<file path="config.mk">
export PLATFORM = sky130hd
export DESIGN_NAME = conversor_paralelo_serie_4bits
export DESIGN_NICKNAME = d
export VERILOG_FILES = /design/src/rtl/conversor_paralelo_serie_4bits.sv
export SDC_FILE = /design/constraint.sdc
export NUM_CORES = 1
export LEC_CHECK = 0
export BUFFER_PORTS_ARGS = -buffer_cell sky130_fd_sc_hd__buf_2
export CORE_AREA = 2 2 39 41
export DETAILED_ROUTE_END_ITERATION = 12
export DIE_AREA = 0 0 41 43
export PLACE_DENSITY = 0.48
export SKIP_LAST_GASP = 1
export SYNTH_ARGS = -nofsm -noshare
export SYNTH_HDL_FRONTEND = slang
export SYNTH_SLANG_ARGS = --single-unit
</file>
<file path="constraint.sdc">
create_clock -name clk -period 3 [get_ports clk]
set_input_delay 0.3 -clock clk [delete_from_list [all_inputs] [get_ports clk]]
set_output_delay 0.3 -clock clk [all_outputs]
set_load 0.01 [all_outputs]
</file>
<file path="src/rtl/conversor_paralelo_serie_4bits.sv">
// Parallel-to-serial converter: accepts a WIDTH-bit word on a load/ready
// handshake and emits it one bit per clock, flagging valid bits and the
// final bit of each frame. Back-to-back frames chain with no idle gap.
module conversor_paralelo_serie_4bits #(
    parameter int WIDTH     = 4,
    parameter bit MSB_FIRST = 1'b1
) (
    input  logic             clk,
    input  logic             clear,
    input  logic [WIDTH-1:0] d,
    input  logic             load,
    output logic             ready,
    output logic             q,
    output logic             q_valid,
    output logic             last
);

    localparam int CW = $clog2(WIDTH);
    localparam logic [CW-1:0] CNT_LAST = CW'(WIDTH - 1);

    localparam logic [0:0] S_IDLE  = 1'b0;
    localparam logic [0:0] S_SHIFT = 1'b1;

    logic [0:0]       state_q, state_d;
    logic [WIDTH-1:0] sr_q, sr_d;
    logic [CW-1:0]    cnt_q, cnt_d;

    logic shifting;
    logic accept;

    // Outputs are decoded from state only, so reset drops them immediately.
    always_comb begin
        shifting = (state_q == S_SHIFT);
        last     = shifting && (cnt_q == CNT_LAST);
        q_valid  = shifting;
        q        = shifting && (MSB_FIRST ? sr_q[WIDTH-1] : sr_q[0]);
        ready    = !shifting || last;
        accept   = load && ready;
    end

    // Next-state: load in IDLE, shift toward output end, reload or retire at frame end.
    always_comb begin
        state_d = state_q;
        sr_d    = sr_q;
        cnt_d   = cnt_q;
        case (state_q)
            S_IDLE: begin
                if (accept) begin
                    sr_d    = d;
                    cnt_d   = '0;
                    state_d = S_SHIFT;
                end
            end
            default: begin
                if (last) begin
                    if (accept) begin
                        // Chain the next word directly behind the final bit.
                        sr_d  = d;
                        cnt_d = '0;
                    end else begin
                        sr_d    = '0;
                        cnt_d   = '0;
                        state_d = S_IDLE;
                    end
                end else begin
                    sr_d  = MSB_FIRST ? (sr_q << 1) : (sr_q >> 1);
                    cnt_d = cnt_q + CW'(1);
                end
            end
        endcase
    end

    // State registers with asynchronous active-low clear.
    always_ff @(posedge clk or negedge clear) begin
        if (!clear) begin
            state_q <= S_IDLE;
            sr_q    <= '0;
            cnt_q   <= '0;
        end else begin
            state_q <= state_d;
            sr_q    <= sr_d;
            cnt_q   <= cnt_d;
        end
    end

endmodule
</file>
; After elaboration in Yosys (flattened, before gate mapping)
; Cells that the tools add are included.
[totals]
ff_bits = 7
in_bits = 7
out_inout_bits = 4
wordCells = 21
[op_classes]
n_addsub = 1
eq_ne = 1
n_mux = 10
reduce_logical = 6
[op_table]
columns = op, count
row1 = $mux 4, 4
row2 = $mux 2, 3
row3 = $logic_and 1x1->1, 3
row4 = $mux 1, 3
row5 = $add 2x1->2 const B, 1
row6 = $eq 2x2->1 const B, 1
row7 = $reduce_bool 2->1, 1
row8 = $logic_not 1->1, 1
row9 = $logic_or 1x1->1, 1

; Depth between registers and ports, before layout
; Gate-level depths: netlist of the first run.
[depth]
depth_word = 7
ltp_mapped = 3
mapped_depth_nobuf = 3

; Worst setup path after synthesis of the first run
; OpenSTA, ideal clock, no wires.
[synth_timing]
kind = reg2out
startpoint = register cnt_q[0]
endpoint = output ready
t_arrival_ns = 0.858
t_required_ns = 2.700
slack_ns = 1.842
path_stages_with_launch = 3
n_path_buf = 0
cell_sequence = dfrtp_1 > ha_1 > nand2b_1
[synth_via]
elab_chain_len = 3
[synth_rtl]
columns = item, line
row1 = "start, declared", 26  ; logic [CW-1:0] cnt_q, cnt_d;
row2 = "start signal, assigned", 82  ; cnt_q <= cnt_d;
row3 = $eq 2x2->1, 34  ; last = shifting && (cnt_q == CNT_LAST);
row4 = $logic_and 1x1->1, 34
row5 = $logic_or 1x1->1, 37  ; ready = !shifting || last;
row6 = "end, declared", 12  ; output logic ready,
; Every way passes these cells.

; Worst setup path in the final report of the first run
; Same ends and word-level chain as after synthesis.

==> results of run 1 <==
==> worst max-delay path by stage <==
stage / from / end / slack, ps / depth (start not counted)
global placement: cnt_q[0] / ready / 1630 / 3
global route: cnt_q[0] / ready / 1280 / 3
finish: cnt_q[0] / ready / 1360 / 3
CTS: cnt_q[0] / ready / 1340 / 3
floorplan: cnt_q[0] / ready / 1840 / 2
detailed placement: cnt_q[0] / ready / 1620 / 3
==> power by group <==
part	leakage, nW	switching, mW	total [mW]	internal, mW
Combinational	0.126	0.0759	0.145	0.0693
Sequential	0.0870	0.0275	0.159	0.131
Clock	0.0150	0.0321	0.0826	0.0506
Total	0.228	0.135	0.387	0.251
==> per-layer routing <==
layer  vias to the layer above  share of wire  wire (µm)  global-route usage
li1                        147              -          -                   -
met3                         0          0.085         58             0.01571
met4                         0              0          0             0.08000
met5                         -              0          0                   0
met2                        11           0.43        292              0.1094
met1                       125           0.48        328              0.1433
==> per-stage QoR <==
step	hold WS [ps]	instances	setup slack, ps
2_1_floorplan	4.409	34	1842
3_3_place_gp	147.4	58	1628
3_5_place_dp	144.3	58	1620
4_1_cts	313.8	63	1341
5_1_grt	345.7	63	1276
6_report	320.5	63	1356
==> worst max-delay path, cell delays in order (launching register included) <==
cell and delay (ps):
dfrtp_1 390, ha_1 260, nand2b_1 260, buf_2 190
==> placed cells by master, fill, tap and decap left out <==
cell           instances
mux2i_1                5
nand3_1                4
dlygate4sd3_1          1
inv_1                  5
o221ai_1               3
buf_2                 10
o21ai_0                1
clkbuf_1               1
ha_1                   1
clkbuf_4               3
dfrtp_1                7
and2_1                 2
o32ai_1                1
nand2b_1               3
==> kinds of logic after synthesis <==
group / share of synthesized area
mux: 0.1365
fa+ha+maj: 0.03412
simple gates: 0.1399
compound gates: 0.1092
buf+inv: 0.1024
flops: 0.4778
==> registers in the layout, summed over array words and instances, names as in the netlist <==
| signal | flops |
|---|---|
| sr_q | 4 |
| cnt_q | 2 |
| q_valid | 1 |
==> cell type report <==
type	instances	area, µm²
fill	155	929.6
multi-input combinational	20	153.9
sequential	7	175.2
timing repair buffer	11	60.06
inverter	5	18.77
tap	16	20.02
clock buffer	4	26.28
==> run summary, run 1 <==
Synth top area cells = dfrtp_1, mux2i_1, o221ai_1
Syn Std Cell Area = 366.6 µm²
Synthesis-to-finish area growth = 23.89%
Number of antenna violations at the first check in global routing = 0
Synth Instances = 34
Die height = 43 µm
Number of global-route vias before repair = 248
Worst Setup End Kind = primary output
Maximum root-to-sink buffer count = 2
Total core area = 1384 µm²
DRT antenna net count = 0
Vias/cell = 4.492
CP arrival = 1340 ps
RePlAce Congestion = 0.6508
Setup Viol. Count Final = 0
DRT iter0 DRCs = 9
Largest net degree at the start of global routing = 12
Leading area contributor after synthesis = dfrtp_1
Drt drc = 0
Power Density = 851.5 nW/µm²
PortBufs = 10
Tcrit/Tclk final = 0.5481
CTS Sinks = 7
1st-pass router iterations = 4
CTS resizes = 0
Synthesized Nets = 42
Peak supply drop = 0.0004015 V
Max-slew violations = 0
Max-Cap Viols = 0
Hold endpoint = sr_q[1]
Clock buffer count from CTS = 3
Standard-cell rows = 14
Clock skew = 4.045 ps
Syn avg cell area = 10.78 µm²
CTS tree = yes
Total number of vias = 283
Hold Vio Cnt, Final = 0
Worst R2R Path Depth = 3
Width of the die = 41 µm
Hold-fix buffers at CTS = 1
Total GRT Usage = 0.09442
Yosys reg bits = 7
Minimum clock period = 1644 ps
Layout cells sized above 1 = 0.2766
RSZ-0062 raised after global routing = false
Unique masters post-synth = 12
Sequential area share after synthesis = 0.4778
Final setup TNS = 0 ps
Slew @ Worst Pin = 288.6 ps
Total Wirelength = 679 µm
Worst skew pair latency = 240 ps
Main synth FF type = dfrtp_1
Antenna Cells = 0
Setup CP Type = flop to primary output
DP Area = 417.9 µm²
Detailed placement HPWL = 512.8 µm
Status = complete, no violations
Final Cell Area = 454.2 µm²
Htree depth = 1
Number of flops mapped to enable cells by yosys = 0
Post-synth ARST share = 1.000
Commonest cells post-synth = dfrtp_1, inv_1, mux2i_1
Clock-pin slew on the worst setup and hold paths = 50 ps
Worst hold start = d[1]
Worst Path Required = 2700 ps
HP Class = input port to flop
Final nets = 56
FF-to-FF End = sr_q[2]
Fmax = 0.6082 GHz
Syn. warnings = 0
Worst hold path depth = 3
Register-to-Register Setup Slack = 1770 ps
Grt total ovfl = 0
First-pass GRT wire length = 1104 µm
Reg-to-Reg Start = cnt_q[0]
Total power = 386.7 µW
Full die area = 1763 µm²
Initial Utilization = 0.2649
Root Driver = clkbuf_4
# IOs = 11
Routed WL per cell = 10.78 µm
Maximum fanout along the worst path = 6
Worst Setup Start Kind = flop
Postcts setup bufs = 0
Slew margin rel. = 0.8076
Most common cell in the netlist = dfrtp_1
Leak Pwr = 0.2283 nW
Final Util = 0.3282
Yosys top cell area share = 0.4778
(Power assumes the default switching activity.)
==> inputs of run 2 (changes only) <==
--- a/config.mk
+++ b/config.mk
@@ -9,7 +9,7 @@
 export CORE_AREA = 2 2 39 41
 export DETAILED_ROUTE_END_ITERATION = 12
 export DIE_AREA = 0 0 41 43
-export PLACE_DENSITY = 0.48
+export PLACE_DENSITY = 0.5
 export SKIP_LAST_GASP = 1
 export SYNTH_ARGS = -nofsm -noshare
 export SYNTH_HDL_FRONTEND = slang
==> constraint.sdc (replaced) <==
create_clock -name clk -period 1.5 [get_ports clk]
set_input_delay 0.15 -clock clk [delete_from_list [all_inputs] [get_ports clk]]
set_output_delay 0.15 -clock clk [all_outputs]
set_load 0.01 [all_outputs]
==> run 2 against run 1 <==
Power rose by 100%. Non-clock buffer count unchanged. First-iteration DRC count decreased by 22%. Critical path depth did not move. Register-to-register slack got worse by 1400 ps. Critical endpoint unchanged. Largest power group unchanged.
==> run summary, run 2 (synthesized netlist as in run 1, its figures left out) <==
Clock Power Share = 0.214
Worst hold path depth = 3
Final instance count without filler cells = 63
Width of the die = 41 µm
Hold Vio Cnt, Final = 0
CTS Sinks = 7
# IOs = 11
CP startpoint = cnt_q[0]
Reg area = 175.2 µm²
Worst path cell trace = ha_2 -> nand2b_2 -> buf_2
Minimum clock period = 1420 ps
Largest net degree at the start of global routing = 12
Status = complete, no violations
Antenna Cells = 0
Total core area = 1384 µm²
Multi-input logic area = 158.9 µm²
1st-pass router iterations = 4
Clock-pin slew on the worst setup and hold paths = 50 ps
Maximum fanout along the worst path = 6
Worst setup margin = 79.71 ps
Worst R2R Path Depth = 3
Power Density = 1725 nW/µm²
Standard-cell rows = 14
# placed instances = 58
P_int = 511.1 µW
Vias/cell = 4.476
Full die area = 1763 µm²
Total number of vias = 282
Grt total ovfl = 0
Max-Cap Viols = 0
Worst Path Required = 1350 ps
FF-to-FF End = sr_q[1]
Worst Setup Start Kind = flop
Slew margin rel. = 0.7890
Largest register FFs = 4
RSZ-0062 raised after global routing = false
Leak Pwr = 0.2261 nW
Postcts setup bufs = 0
CTS tree = yes
Initial Utilization = 0.2649
Total GRT Usage = 0.09553
HP Class = input port to flop
Layout cells sized above 1 = 0.3191
Crit-path max cell delay = 400 ps
Htree depth = 1
Number of antenna violations at the first check in global routing = 0
Register name with the most flops = sr_q
Fmax = 0.7041 GHz
Die height = 43 µm
Detailed placement HPWL = 513 µm
Most frequent cells in the layout = buf_2, dfrtp_1, inv_1, mux2i_1, nand3_1
Switching power = 280.9 µW
CP endpoint = ready
Tcrit/Tclk final = 0.9469
# fillers = 143
CP arrival = 1270 ps
Peak supply drop = 0.0006384 V
Worst Setup End Kind = primary output
Critical-path top delay cell = dfrtp_1
Number of global-route vias before repair = 246
Clock skew = 1.558 ps
Final nets = 56
Drt drc = 0
Commonest non-fill, non-tap cell in the layout = buf_2
First-pass GRT wire length = 1076 µm
Synthesis-to-finish area growth = 25.26%
RePlAce Congestion = 0.7610
Worst skew pair latency = 250 ps
Switching share of total power = 0.3547
Setup CP Type = flop to primary output
Register-to-Register Setup Slack = 330 ps
Max-slew violations = 0
DRT iter0 DRCs = 7
DRT antenna net count = 0
Reg-to-Reg Start = cnt_q[0]
Clock buffer count from CTS = 3
PortBufs = 10
Maximum root-to-sink buffer count = 2
Comb pwr share = 0.380
Slew @ Worst Pin = 316.5 ps
Final setup TNS = 0 ps
Place WS = 255.9 ps
Setup Viol. Count Final = 0
Total Wirelength = 707 µm
Sequential Power Share = 0.406
Root Driver = clkbuf_4
Routed WL per cell = 11.22 µm
-- run 2: cell count changes in the layout (fill, tap and decap cells not counted) --
cell and change:
ha_1 -1, ha_2 +1, nand2b_1 -1, nand2b_2 +1
-- run 2: cell type report --
| class | count | share of cell area |
|---|---|---|
| clock buffer | 4 | 0.05722 |
| inverter | 5 | 0.04087 |
| multi-input combinational | 20 | 0.3460 |
| sequential | 7 | 0.3815 |
| tap | 16 | 0.04360 |
| timing repair buffer | 11 | 0.1308 |
-- run 2: power groups by stage --
| stage | clock network, mW | registers [mW] | logic (mW) |
|---|---|---|---|
| 2_1_floorplan | 0 | 0.300 | 0.229 |
| 3_3_place_gp | 0 | 0.321 | 0.294 |
| 3_5_place_dp | 0 | 0.322 | 0.292 |
| 4_1_cts | 0.177 | 0.321 | 0.301 |
| 5_1_grt | 0.192 | 0.332 | 0.346 |
| 6_report | 0.170 | 0.322 | 0.301 |
-- run 2: worst min path at each step --
| stage | startpoint | end | slack (ps) |
|---|---|---|---|
| 3_3_place_gp | clear | sr_q[0] | -4 |
| 2_1_floorplan | clear | cnt_q[0] | -150 |
| 4_1_cts | d[2] | sr_q[2] | 160 |
| 6_report | d[0] | sr_q[0] | 170 |
| 3_5_place_dp | clear | sr_q[0] | -6 |
| 5_1_grt | d[2] | sr_q[2] | 180 |
-- run 2: what timing repair did --
| item | CTS | global route |
|---|---|---|
| hold buffers | 1 | 0 |
| gates resized for setup | 1 | 1 |
| endpoints found under the setup margin | 1 | 1 |
| endpoints found under the hold margin | 7 | 0 |
-- run 2: critical path: cells and delay by family (launching register included) --
| kind | cells | cell delay (ps) |
|---|---|---|
| flip-flops | 1 | 400 |
| buffers and inverters | 1 | 170 |
| AND/OR/NAND/NOR | 1 | 230 |
| adder cells (fa/ha/maj) | 1 | 230 |
-- run 2: per-stage QoR --
stage	total power [mW]	util	hold slack (ps)	area [µm²]
6_report	0.7920	0.3318	171.2	459.2
5_1_grt	0.8698	0.3318	176.5	459.2
3_3_place_gp	0.6149	0.3020	-4.358	417.9
4_1_cts	0.7986	0.3300	161.8	456.7
2_1_floorplan	0.5290	-	-145.6	366.6
3_5_place_dp	0.6143	0.3020	-5.804	417.9
-- run 2: per-layer routing --
| metal | part of all wire | track usage | routed length [µm] | up-vias |
|---|---|---|---|---|
| li1 | - | - | - | 145 |
| met1 | 0.50 | 0.1405 | 355 | 131 |
| met2 | 0.44 | 0.1063 | 313 | 6 |
| met3 | 0.054 | 0.03141 | 38 | 0 |
| met4 | 0 | 0.08000 | 0 | 0 |
| met5 | 0 | 0 | 0 | - |
